==> config.mk <==
export PLATFORM = sky130hd
export DESIGN_NAME = if_id_queue
export DESIGN_NICKNAME = d
export VERILOG_FILES = /design/src/rtl/if_id_queue_pkg.sv /design/src/rtl/ifq_ptr.sv /design/src/rtl/if_id_queue.sv
export SDC_FILE = /design/constraint.sdc
export NUM_CORES = 1
export LEC_CHECK = 0
export ABC_AREA = 0
export BUFFER_PORTS_ARGS = -buffer_cell sky130_fd_sc_hd__clkbuf_2
export CORE_ASPECT_RATIO = 1.2
export CORE_MARGIN = 4
export CORE_UTILIZATION = 30
export CTS_CLUSTER_DIAMETER = 50
export DETAILED_ROUTE_END_ITERATION = 8
export RECOVER_POWER = 50
export REMOVE_ABC_BUFFERS = 1
export SLEW_MARGIN = 25
export SYNTH_ARGS = -nofsm -noshare
export SYNTH_HDL_FRONTEND = slang
export SYNTH_HIERARCHICAL = 1
export SYNTH_SLANG_ARGS = --single-unit
export TNS_END_PERCENT = 30
==> constraint.sdc <==
create_clock -name clk -period 15.04 [get_ports clk]
set_input_delay 3.008 -clock clk [delete_from_list [all_inputs] [get_ports clk]]
set_output_delay 3.008 -clock clk [all_outputs]
set_load 0.05 [all_outputs]
==> src/rtl/if_id_queue_pkg.sv <==
// ============================================================================
// Module      : if_id_queue_pkg
// Description : Shared widths, NOP encoding and default depth for the
//               fetch-to-decode instruction queue.
// Revision    : 1.0 - initial release
// ============================================================================
`default_nettype none

`ifndef WORD
`define WORD 64
`endif
`ifndef INST_SIZE
`define INST_SIZE 32
`endif
`ifndef INST_NOP
`define INST_NOP 32'hD503201F
`endif
`ifndef IFQ_DEPTH
`define IFQ_DEPTH 4
`endif

package if_id_queue_pkg;

    localparam int          c_WORD      = `WORD;
    localparam int          c_INST_SIZE = `INST_SIZE;
    localparam logic [31:0] c_INST_NOP  = `INST_NOP;
    localparam int          c_IFQ_DEPTH = `IFQ_DEPTH;

    // Pointer width for a power-of-two depth; never collapses to zero bits.
    function automatic int ptr_width(input int depth);
        return (depth > 1) ? $clog2(depth) : 1;
    endfunction

endpackage

`default_nettype wire

==> src/rtl/ifq_ptr.sv <==
// ============================================================================
// Module      : ifq_ptr
// Description : Wrap-around queue pointer with synchronous clear and
//               increment enable.
// Revision    : 1.0 - initial release
// ============================================================================
`default_nettype none

module ifq_ptr #(
    parameter int WIDTH = 2
) (
    input  logic             clk,
    input  logic             rst_n,
    input  logic             i_clr,
    input  logic             i_inc,
    output logic [WIDTH-1:0] o_ptr
);

    logic [WIDTH-1:0] r_ptr;

    // Natural binary overflow provides the modulo-DEPTH wrap.
    always_ff @(posedge clk or negedge rst_n) begin
        if (!rst_n) begin
            r_ptr <= '0;
        end else if (i_clr) begin
            r_ptr <= '0;
        end else if (i_inc) begin
            r_ptr <= r_ptr + WIDTH'(1);
        end
    end

    assign o_ptr = r_ptr;

endmodule

`default_nettype wire

==> src/rtl/if_id_queue.sv <==
// ============================================================================
// Module      : if_id_queue
// Description : IF/ID decoupling queue carrying {pc, pc_incr, inst} from
//               fetch to decode with valid/ready handshake and flush.
//               Optional macro IFQ_BYPASS_EN adds an empty-queue bypass.
// Revision    : 1.0 - initial release
// ============================================================================
`default_nettype none

module if_id_queue
    import if_id_queue_pkg::*;
#(
    parameter int DEPTH     = c_IFQ_DEPTH,
    parameter int WORD      = c_WORD,
    parameter int INST_SIZE = c_INST_SIZE
) (
    input  logic                   clk,
    input  logic                   rst_n,
    input  logic                   flush,
    input  logic                   in_valid,
    output logic                   in_ready,
    input  logic [WORD-1:0]        in_pc,
    input  logic [WORD-1:0]        in_pc_incr,
    input  logic [INST_SIZE-1:0]   in_inst,
    output logic                   out_valid,
    input  logic                   out_ready,
    output logic [WORD-1:0]        out_pc,
    output logic [WORD-1:0]        out_pc_incr,
    output logic [INST_SIZE-1:0]   out_inst,
    output logic [$clog2(DEPTH):0] count
);

    localparam int c_PTR_W = ptr_width(DEPTH);
    localparam int c_CNT_W = c_PTR_W + 1;

    generate
        if (DEPTH < 2 || (DEPTH & (DEPTH - 1)) != 0) begin : g_bad_depth
            $error("if_id_queue: DEPTH must be a power of two >= 2");
        end
    endgenerate

    logic [WORD-1:0]      r_pc_mem   [DEPTH];
    logic [WORD-1:0]      r_incr_mem [DEPTH];
    logic [INST_SIZE-1:0] r_inst_mem [DEPTH];
    logic [c_CNT_W-1:0]   r_count;
    logic [c_PTR_W-1:0]   w_wr_ptr;
    logic [c_PTR_W-1:0]   w_rd_ptr;
    logic                 w_empty;
    logic                 w_push;
    logic                 w_pop;

    assign w_empty  = (r_count == '0);
    assign in_ready = (r_count != c_CNT_W'(DEPTH));
    assign w_pop    = !w_empty && out_ready && !flush;

`ifdef IFQ_BYPASS_EN
    logic w_bypass;

    // An empty queue forwards fetch straight to decode; the entry is only
    // stored when decode cannot take it this cycle.
    assign w_bypass  = w_empty && in_valid && !flush;
    assign w_push    = in_valid && in_ready && !flush && !(w_bypass && out_ready);
    assign out_valid = !w_empty || w_bypass;

    always_comb begin
        out_pc      = '0;
        out_pc_incr = '0;
        out_inst    = INST_SIZE'(c_INST_NOP);
        if (w_bypass) begin
            out_pc      = in_pc;
            out_pc_incr = in_pc_incr;
            out_inst    = in_inst;
        end else if (!w_empty) begin
            out_pc      = r_pc_mem[w_rd_ptr];
            out_pc_incr = r_incr_mem[w_rd_ptr];
            out_inst    = r_inst_mem[w_rd_ptr];
        end
    end
`else
    assign w_push    = in_valid && in_ready && !flush;
    assign out_valid = !w_empty;

    always_comb begin
        out_pc      = '0;
        out_pc_incr = '0;
        out_inst    = INST_SIZE'(c_INST_NOP);
        if (!w_empty) begin
            out_pc      = r_pc_mem[w_rd_ptr];
            out_pc_incr = r_incr_mem[w_rd_ptr];
            out_inst    = r_inst_mem[w_rd_ptr];
        end
    end
`endif

    always_ff @(posedge clk or negedge rst_n) begin
        if (!rst_n) begin
            r_count <= '0;
        end else if (flush) begin
            r_count <= '0;
        end else begin
            case ({w_push, w_pop})
                2'b10:   r_count <= r_count + c_CNT_W'(1);
                2'b01:   r_count <= r_count - c_CNT_W'(1);
                default: r_count <= r_count;
            endcase
        end
    end

    // Storage carries no reset; validity is tracked entirely by r_count.
    always_ff @(posedge clk) begin
        if (w_push) begin
            r_pc_mem[w_wr_ptr]   <= in_pc;
            r_incr_mem[w_wr_ptr] <= in_pc_incr;
            r_inst_mem[w_wr_ptr] <= in_inst;
        end
    end

    ifq_ptr #(.WIDTH(c_PTR_W)) u_wr_ptr (
        .clk   (clk),
        .rst_n (rst_n),
        .i_clr (flush),
        .i_inc (w_push),
        .o_ptr (w_wr_ptr)
    );

    ifq_ptr #(.WIDTH(c_PTR_W)) u_rd_ptr (
        .clk   (clk),
        .rst_n (rst_n),
        .i_clr (flush),
        .i_inc (w_pop),
        .o_ptr (w_rd_ptr)
    );

    assign count = r_count;

endmodule

`default_nettype wire

==> results_dict.tcl <==
set metrics [dict create \
    wl_um 55620 \
    pin_count 330 \
    grt.overflow.total 0 \
    status "finished with violations" \
    cts_setup_buffers 0 \
    worst_path_largest_cell_delay_ns 2.27 \
    fillerInstances 7550 \
    final_hold_viol_count 0 \
    rows 114 \
    grt_pass1_wl_um 83670 \
    place_congestion 0.6913 \
    cts_tree "built" \
    slew_headroom_pct -161.7 \
    path_clk_slew_ns 0.06 \
    arrival_ns 7.19 \
    initial_utilization_pct 30.38 \
    design.core.area_sq_um 81020 \
    first_global_vias 13110 \
    setup_violations 0 \
    cpMaxStageDelayCell "clkinvlp_2" \
    multi_input_comb_area_sq_um 4890 \
    fin_crit_sh_pct 67.79 \
    power_leakage_uw 0.009460 \
    power_density_nw_per_um2 179.3 \
    syn_area_per_cell_sq_um 23.19 \
    numCtsBuffers 74 \
    path_class "reg2out" \
    dr.pass1.iters 5 \
    fmax_ghz 0.09808 \
    finalClockSkew_ns 0.02338 \
    utilization_pct 36.60 \
    ys_types 30 \
    areaGrowthSynthToFinish_pct 20.50 \
    hold_path_class "reg2reg" \
    dpl-instance-area_sq_um 27420 \
    vdd_drop_max_v 0.0001248 \
    yosys.area_share.simple_pct 4.611 \
    final_max_slew_viol_count 235 \
    cts-resized-gates 0 \
    worst_pin_slew_ns 3.925 \
    ys_ff_latch 647 \
    clock_sinks 647 \
    grt_usage_pct 12.74 \
    wl_per_cell_um 21.89 \
    synth_xor_area_share_pct 0.1373 \
    postLayoutCellArea_sq_um 29660 \
    crit_chain "nor3_1 > clkinvlp_2 > clkbuf_1 > and2_1 > clkbuf_2" \
    worst_setup_path_start_kind "register" \
    mostFrequentLayoutCells "edfxtp_1 (640), clkbuf_1 (178), clkbuf_2 (167), mux4_2 (160), and2_1 (147)" \
    muxShareOfSynthArea_pct 14.73 \
    synth_compound_area_share_pct 0.2949 \
    rsz0062_at_grt "no" \
    cts-root-buf "clkbuf_16" \
    h-tree-depth 3 \
    yosysSeqAreaShare_pct 78.80 \
    dp_hpwl_um 33240 \
    cts_max_path_buffers 3 \
    num_vias 11780 \
    fp.dieArea_sq_um 86700 \
    grt_max_degree 78 \
    ctsHoldBuffers 0 \
    die_w_um 269.5 \
    synth_top_family_by_area "multiplexers" \
    critPathMaxFanout 77 \
    detail_route.vias_per_cell 4.634 \
    synth_area_sq_um 24610 \
    die_h_um 321.8 \
    hold-worst-slack_ns 0.6747 \
    synthAdderAreaFrac_pct 0.08135 \
    yosysTopAreaCellShare_pct 78.09 \
    fin_crit_ns 10.20 \
    ant_nets 0 \
    maxCapViolCount 5 \
    violations "capacitance limit, slew limit" \
    drc 0 \
    final_common_cell "edfxtp_1" \
    cp.required_ns 12.03 \
    synth_area_leaders "edfxtp_1 (78%), mux4_2 (15%), and2_1 (3.7%)" \
    yosysWarnings 6 \
    worst_skew_pair.late_latency_ns 0.61 \
    fin_ws_ns 4.844 \
    fin_nets 1599 \
    netlist_instances 1061 \
    drtIter0Drc 648 \
    synth_area_leader_cell "edfxtp_1" \
    drive_gt1_share_pct 31.92 \
    pre_cts_ws_ns 8.453 \
    setup.worst_path.end_class "output port" \
    portBuffers 329 \
    antenna_found_initial 7 \
    seq_area_sq_um 19400 \
]
-- power by group --
| part | internal [uW] | leakage [uW] | switching [uW] |
|---|---|---|---|
| clock network | 1070 | 0.00120 | 716 |
| logic | 372 | 0.00236 | 1080 |
| registers | 2050 | 0.00590 | 26.5 |
-- worst paths after layout --
path	start	end	slack [ns]	cells past startpoint
worst min register to register	u_wr_ptr/o_ptr[1]	u_wr_ptr/o_ptr[1]	0.67	2
worst min-delay path	u_wr_ptr/o_ptr[1]	u_wr_ptr/o_ptr[1]	0.67	2
worst max register to register	count[0]	count[2]	7.53	9
min in group asynchronous	rst_n	count[2]	2.29	1
max in group asynchronous	rst_n	u_rd_ptr/o_ptr[1]	12.43	1
worst max-delay path	count[0]	out_pc[2]	4.84	5
-- routing by layer --
metal,GRT usage (%),vias up,routed length [um],part of all wire (%)
met5,0,-,13,0.023
met4,3.796,2,1067,1.9
met3,3.844,76,3796,6.8
met2,22.99,336,29470,53
met1,14.67,6240,21270,38
li1,-,5122,-,-
-- area by class of cell --
type	instances	share of cell area, %
Timing Repair Buffer	349	5.337
Antenna cell	6	0.05063
Inverter	2	0.02953
Sequential cell	647	65.42
Clock inverter	44	1.607
Clock buffer	90	6.662
Multi-Input combinational cell	359	16.49
Tap cell	1044	4.405
-- state kept, by name (all words and copies together) (netlist names) --
name            flops
r_incr_mem        256
r_pc_mem          256
count               3
u_rd_ptr/o_ptr      2
u_wr_ptr/o_ptr      2
r_inst_mem        128
-- kinds of logic after synthesis --
| group | after synthesis |
|---|---|
| mux | 162 |
| flops | 647 |
| buf+inv | 55 |
| fa+ha+maj | 1 |
| simple gates | 184 |
| compound gates | 9 |
| xor+xnor | 3 |
-- through the flow --
stage | TNS, ns | instances | power (uW)
2_1_floorplan | -151.41 | 1008 | 3234
5_1_grt | 0 | 2536 | 5540
3_3_place_gp | 0 | 2401 | 3593
3_5_place_dp | 0 | 2401 | 3598
4_1_cts | 0 | 2535 | 5402
6_report | 0 | 2541 | 5316
-- cell usage after synthesis, drive strengths merged --
cell type	number
nor3	3
nor2b	1
nand2b	3
nor3b	2
a31oi	1
mux2	1
mux4	160
a21bo	2
mux2i	1
a311o	1
buf	29
edfxtp	640
nand2	4
and2	147
nand3b	2
and3b	1
clkbuf	24
and3	2
nor2	6
inv	2
xor2	1
dfrtp	7
or2	13
fa	1
a21oi	3
xnor2	2
o21ai	2
-- worst max-delay path, delay by kind of cell, from the launching register on --
kind                   cells  cell delay (ns)
flip-flops                 1             0.47
buffers and inverters      3             4.52
AND/OR/NAND/NOR            2             1.37
(Power assumes the default switching activity.)
